$ cat config.mk
export PLATFORM = sky130hd
export DESIGN_NAME = des_key_sched_seq
export DESIGN_NICKNAME = d
export VERILOG_FILES = /design/src/rtl/des_key_sched_seq.sv
export SDC_FILE = /design/constraint.sdc
export NUM_CORES = 1
export LEC_CHECK = 0
export ABC_AREA = 0
export CORE_MARGIN = 2
export CORE_UTILIZATION = 39
export DETAILED_ROUTE_END_ITERATION = 10
export GPL_ROUTABILITY_DRIVEN = 1
export PLACE_DENSITY_LB_ADDON = 0.3
export SYNTH_ARGS = -nofsm -noshare
export SYNTH_HDL_FRONTEND = slang
export SYNTH_SLANG_ARGS = --single-unit
$ cat constraint.sdc
create_clock -name CLK -period 3.2 [get_ports CLK]
set_clock_uncertainty 0.15 [all_clocks]
set_input_delay 0.64 -clock CLK [delete_from_list [all_inputs] [get_ports CLK]]
set_output_delay 0.64 -clock CLK [all_outputs]
set_load 0.01 [all_outputs]
$ cat src/rtl/des_key_sched_seq.sv
// Sequential DES/3DES key schedule: one C/D register pair and one PC2 network emit one
// 48-bit round subkey per accepted handshake, in encrypt or decrypt order per key.
module des_key_sched_seq #(
  parameter int unsigned NUM_KEYS     = 1,
  parameter bit          PARITY_CHECK = 1'b1
) (
  input  logic                  CLK,
  input  logic                  RESET,
  input  logic [64*NUM_KEYS-1:0] KEY_IN,
  input  logic [NUM_KEYS-1:0]   DECRYPT,
  input  logic                  LOAD,
  output logic                  KEY_READY,
  output logic                  SUBKEY_VALID,
  input  logic                  SUBKEY_ACCEPT,
  output logic [47:0]           SUBKEY,
  output logic [3:0]            SUBKEY_INDEX,
  output logic [1:0]            SUBKEY_KEYSEL,
  output logic                  DONE,
  output logic                  PARITY_ERR
);

  localparam int unsigned KeyW = 64 * NUM_KEYS;

  localparam int unsigned Pc1Tab [56] = '{
    57, 49, 41, 33, 25, 17,  9,  1, 58, 50, 42, 34, 26, 18,
    10,  2, 59, 51, 43, 35, 27, 19, 11,  3, 60, 52, 44, 36,
    63, 55, 47, 39, 31, 23, 15,  7, 62, 54, 46, 38, 30, 22,
    14,  6, 61, 53, 45, 37, 29, 21, 13,  5, 28, 20, 12,  4
  };

  localparam int unsigned Pc2Tab [48] = '{
    14, 17, 11, 24,  1,  5,  3, 28, 15,  6, 21, 10,
    23, 19, 12,  4, 26,  8, 16,  7, 27, 20, 13,  2,
    41, 52, 31, 37, 47, 55, 30, 40, 51, 45, 33, 48,
    44, 49, 39, 56, 34, 53, 46, 42, 50, 36, 29, 32
  };

  typedef enum logic [0:0] {StIdle, StEmit} state_e;

  // DES bit n of a key lives at index 64-n; bit n of C||D at index 56-n.
  function automatic logic [55:0] pc1(input logic [63:0] k);
    logic [55:0] cd;
    for (int i = 0; i < 56; i++) cd[55-i] = k[64-Pc1Tab[i]];
    return cd;
  endfunction

  function automatic logic [47:0] pc2(input logic [27:0] c, input logic [27:0] d);
    logic [55:0] cd;
    logic [47:0] sk;
    cd = {c, d};
    for (int i = 0; i < 48; i++) sk[47-i] = cd[56-Pc2Tab[i]];
    return sk;
  endfunction

  function automatic logic parity_ok(input logic [KeyW-1:0] k);
    logic ok;
    ok = 1'b1;
    if (PARITY_CHECK) begin
      for (int b = 0; b < 8 * NUM_KEYS; b++) begin
        if (!(^k[8*b +: 8])) ok = 1'b0;
      end
    end
    return ok;
  endfunction

  // Round index i (0-based) uses a single-bit rotation for rounds 1, 2, 9, 16.
  function automatic logic shift_one(input logic [3:0] i);
    return (i == 4'd0) || (i == 4'd1) || (i == 4'd8) || (i == 4'd15);
  endfunction

  state_e          state_q, state_d;
  logic [KeyW-1:0] key_q, key_d, key_shift;
  logic [NUM_KEYS-1:0] dec_q, dec_d, dec_shift;
  logic [27:0]     c_q, c_d, d_q, d_d;
  logic [3:0]      cnt_q, cnt_d;
  logic            ready_q, ready_d, valid_q, valid_d, done_q, done_d, perr_q, perr_d;
  logic [47:0]     subkey_q, subkey_d;
  logic [3:0]      idx_q, idx_d;
  logic [1:0]      ksel_q, ksel_d;

  logic            start, adv, src_dec, one_sh;
  logic [63:0]     src_key;
  logic [55:0]     cd0;

  // Pending keys are kept MSB-aligned (DECRYPT bit 0 = current key) and shifted out per key.
  assign key_shift = key_q << 64;
  assign dec_shift = dec_q >> 1;

  always_comb begin
    state_d  = state_q;
    key_d    = key_q;
    dec_d    = dec_q;
    c_d      = c_q;
    d_d      = d_q;
    cnt_d    = cnt_q;
    ready_d  = ready_q;
    valid_d  = valid_q;
    subkey_d = subkey_q;
    idx_d    = idx_q;
    ksel_d   = ksel_q;
    done_d   = 1'b0;
    perr_d   = 1'b0;
    start    = 1'b0;
    adv      = 1'b0;
    one_sh   = 1'b0;
    src_key  = key_shift[KeyW-1 -: 64];
    src_dec  = dec_shift[0];

    case (state_q)
      StIdle: begin
        if (LOAD) begin
          if (parity_ok(KEY_IN)) begin
            start   = 1'b1;
            src_key = KEY_IN[KeyW-1 -: 64];
            src_dec = DECRYPT[0];
            key_d   = KEY_IN;
            dec_d   = DECRYPT;
            ksel_d  = 2'd1;
            ready_d = 1'b0;
            valid_d = 1'b1;
            state_d = StEmit;
          end else begin
            perr_d = 1'b1;
          end
        end
      end
      StEmit: begin
        if (SUBKEY_ACCEPT) begin
          if (cnt_q == 4'd15) begin
            if (ksel_q == 2'(NUM_KEYS)) begin
              valid_d = 1'b0;
              ready_d = 1'b1;
              done_d  = 1'b1;
              state_d = StIdle;
            end else begin
              start  = 1'b1;
              key_d  = key_shift;
              dec_d  = dec_shift;
              ksel_d = ksel_q + 2'd1;
            end
          end else begin
            adv = 1'b1;
          end
        end
      end
      default: state_d = StIdle;
    endcase

    cd0 = pc1(src_key);
    if (start) begin
      cnt_d = 4'd0;
      if (src_dec) begin
        // C16/D16 equal C0/D0 after 28 total rotations.
        c_d   = cd0[55:28];
        d_d   = cd0[27:0];
        idx_d = 4'd15;
      end else begin
        c_d   = {cd0[54:28], cd0[55]};
        d_d   = {cd0[26:0], cd0[27]};
        idx_d = 4'd0;
      end
    end else if (adv) begin
      cnt_d = cnt_q + 4'd1;
      if (dec_q[0]) begin
        one_sh = shift_one(idx_q);
        c_d    = one_sh ? {c_q[0], c_q[27:1]} : {c_q[1:0], c_q[27:2]};
        d_d    = one_sh ? {d_q[0], d_q[27:1]} : {d_q[1:0], d_q[27:2]};
        idx_d  = idx_q - 4'd1;
      end else begin
        one_sh = shift_one(idx_q + 4'd1);
        c_d    = one_sh ? {c_q[26:0], c_q[27]} : {c_q[25:0], c_q[27:26]};
        d_d    = one_sh ? {d_q[26:0], d_q[27]} : {d_q[25:0], d_q[27:26]};
        idx_d  = idx_q + 4'd1;
      end
    end
    if (start || adv) subkey_d = pc2(c_d, d_d);
  end

  always_ff @(posedge CLK) begin
    if (RESET) begin
      state_q  <= StIdle;
      key_q    <= '0;
      dec_q    <= '0;
      c_q      <= '0;
      d_q      <= '0;
      cnt_q    <= '0;
      ready_q  <= 1'b1;
      valid_q  <= 1'b0;
      done_q   <= 1'b0;
      perr_q   <= 1'b0;
      subkey_q <= '0;
      idx_q    <= '0;
      ksel_q   <= 2'd1;
    end else begin
      state_q  <= state_d;
      key_q    <= key_d;
      dec_q    <= dec_d;
      c_q      <= c_d;
      d_q      <= d_d;
      cnt_q    <= cnt_d;
      ready_q  <= ready_d;
      valid_q  <= valid_d;
      done_q   <= done_d;
      perr_q   <= perr_d;
      subkey_q <= subkey_d;
      idx_q    <= idx_d;
      ksel_q   <= ksel_d;
    end
  end

  assign KEY_READY     = ready_q;
  assign SUBKEY_VALID  = valid_q;
  assign SUBKEY        = subkey_q;
  assign SUBKEY_INDEX  = idx_q;
  assign SUBKEY_KEYSEL = ksel_q;
  assign DONE          = done_q;
  assign PARITY_ERR    = perr_q;

endmodule
==> results.ini <==
[floorplan]
fp.dieArea_um2 = 21800
die_y_um = 148
ios = 127
dieWidth_um = 148
rows = 52
core-area_um2 = 20200
start_util_pct = 39.9

[outcome]
status = finished, final reports clean

[grt]
grt-ovfl-total = 0
grtUsageTotal_pct = 23.8
antenna_found_initial = 0
first_global_vias = 7576
grt_pass1_wl_um = 41700
grt_max_degree = 118

[timing]
period_share_pct = 93.6
setup_violations = 0
worst_pin_slew_ns = 0.761
hold_ws_ns = 0.307
fin_crit_ns = 3.00
hold_viol = 0
rsz0062_at_grt = false
fmax_ghz = 0.334
slew-limit-headroom_pct = 49.3
maxSlewViolCount = 0

[logic_synthesis]
synthFlopType = dfxtp_1
syn_nets = 1049
synth_edf_count = 0
synth.distinct_cells = 38
synth-seq-cells = 120
synth_most_common_cell = nand2_1
async_reset_ff_share_pct = 0
yosysWarnings = 0
synth_top_area_share_pct = 29.8
netlist_top_cells_count = nand2_1, dfxtp_1, nand3_1
yosysSeqAreaShare_pct = 29.8
synth_top_area_cell = dfxtp_1
syn_area_um2 = 8070
yosys-top-cells-area = dfxtp_1, a221oi_2, mux2_2, mux2i_1, nand3_1
syn_inst = 973
avgSynthCellArea_um2 = 8.29

[routing]
wl_per_cell_um = 18.3
antenna_left = 0
drc = 0
viasPerCell = 5.65
drtPass1Iterations = 5
vias = 8088
first_iter_violations = 715
wl_um = 26300

[power_and_ir_drop]
clkPwrFrac_pct = 45.5
power.density_nw_per_um2 = 375
power_leakage_uw = 0.00364
p_sw_share_pct = 28.9
p_sw_uw = 1180
seqPwrFrac_pct = 37.6
ir_drop_mv = 0.291
power_frac_comb_pct = 16.9
power.internal_uw = 2890

[clocking]
postCtsSetupRepairBufs = 0
cts_buffer_depth = 2
clock-root-buffer = clkbuf_16
cts_tree = yes
clkTransAtPathRegs_ns = 0.06
clkLatencyLatePin_ns = 0.43
clock_sinks = 120
cts_inserted_buffers = 17
ctsHoldBuffers = 0
cts-resized-gates = 0
h-tree-depth = 4

[final_layout]
utilization_pct = 53.7
fill_cells = 1865
area_growth_pct = 34.8
fin_cells = 1432
layout-drive-gt1-share_pct = 22.8
fin_area_um2 = 10900
n_antenna_cell = 0
nets = 1225

[critical_path]
regToRegSetupSlack_ns = 0.28
critPathKind = primary input to flip-flop
endpoint_kind = flip-flop
cp.required_ns = 3.32
path_max_fanout = 25
startpoint = KEY_IN[23]
cp.arrival_ns = 3.12
rr_startpoint = SUBKEY_INDEX[0]
cp-start-kind = primary input

[placement]
port_buffers = 126
placed_area_um2 = 10300
place_congestion = 0.859
dp_hpwl_um = 18100
dp_cells = 1400

[worst_hold_path]
hp-start = SUBKEY_VALID
hp-class = flip-flop to flip-flop

[job]
drv_cap = 0

==> cells in the final DEF, fill, tap and decap left out, types with 5 or more instances in the layout <==
master	synthesis	layout
inv_1	9	9
clkdlybuf4s50_1	0	124
o31ai_1	8	8
a221oi_1	6	6
o211ai_1	6	6
buf_4	9	115
nor2_1	56	55
mux2_2	51	51
clkbuf_16	0	17
ha_1	7	7
or3_1	7	6
o22a_1	50	50
o21ai_0	52	52
a31o_2	5	5
a221oi_2	43	43
nor3_1	8	8
xor2_1	12	12
dfxtp_1	120	119
buf_12	0	11
nand3_1	106	105
xnor2_1	52	52
a21oi_1	71	70
nand2_1	129	128
mux2i_1	57	57
==> per-stage QoR <==
stage | power, uW | setup slack [ns] | TNS [ns]
after floorplan | 1890 | 0.630 | 0
after global placement | 2240 | -0.191 | -9.41
after detailed placement | 2250 | -0.209 | -10.66
after CTS | 4080 | 0.228 | 0
after global routing | 4210 | 0.0768 | 0
final | 4070 | 0.203 | 0
==> power by group through the flow <==
| stage | sequential, uW | combinational, uW | clock (uW) |
|---|---|---|---|
| finish | 1530 | 689 | 1850 |
| global route | 1530 | 730 | 1950 |
| CTS | 1530 | 686 | 1870 |
| detailed placement | 1560 | 683 | 0 |
| global placement | 1560 | 678 | 0 |
| floorplan | 1570 | 328 | 0 |
==> sequential cells by signal, indices dropped and copies added (netlist names) <==
register       cells
cnt_q              4
KEY_READY          1
SUBKEY_VALID       1
SUBKEY_KEYSEL      2
state_q            1
c_q               28
PARITY_ERR         1
d_q               28
dec_q              1
DONE               1
SUBKEY_INDEX       4
SUBKEY            48
==> worst max-delay path, cell delays in order <==
cell	delay, ns
clkdlybuf4s50_1	0.58
xor2_1	0.25
xnor2_1	0.20
xnor2_1	0.17
nand4b_1	0.15
or3_4	0.39
buf_4	0.24
nand2_2	0.15
buf_12	0.22
a221oi_2	0.09
==> worst paths after layout <==
path / depth (start not counted) / to
worst max register to register: 11 / d_q[10]
worst min-delay path: 2 / SUBKEY_VALID
worst min register to register: 2 / SUBKEY_VALID
worst max-delay path: 10 / SUBKEY[39]
==> final cells by class <==
class / count / area, um2 / area share, %
sequential: 120 / 2400 / 22.1
multi-input combinational: 750 / 5210 / 47.9
inverter: 9 / 33.8 / 0.311
clock inverter: 15 / 135 / 1.24
clock buffer: 17 / 425 / 3.91
timing repair buffer: 251 / 2330 / 21.4
tap: 270 / 338 / 3.11
==> cell families (layout without fill, tap and decap cells) <==
group                    Yosys count  count (layout)  synth area share, %
AND/OR/NAND/NOR                  321             321                 17.6
AO/OA/AOI/OAI                    250             250                 24.4
flip-flops                       120             120                 29.8
multiplexers                     108             108                 14.2
buffers and inverters            103             292                 6.05
XOR/XNOR                          64              64                 6.95
adder cells (fa/ha/maj)            7               7                 1.09
==> routing by layer <==
layer / vias to the layer above / global-route usage (%) / routed length, um
li1: 3881 / - / -
met3: 53 / 4.97 / 1630
met5: - / 0 / 0
met4: 0 / 9.76 / 905
met1: 3853 / 32.9 / 11900
met2: 301 / 36.3 / 11800
Note: power is estimated with default switching activity, not from simulation.
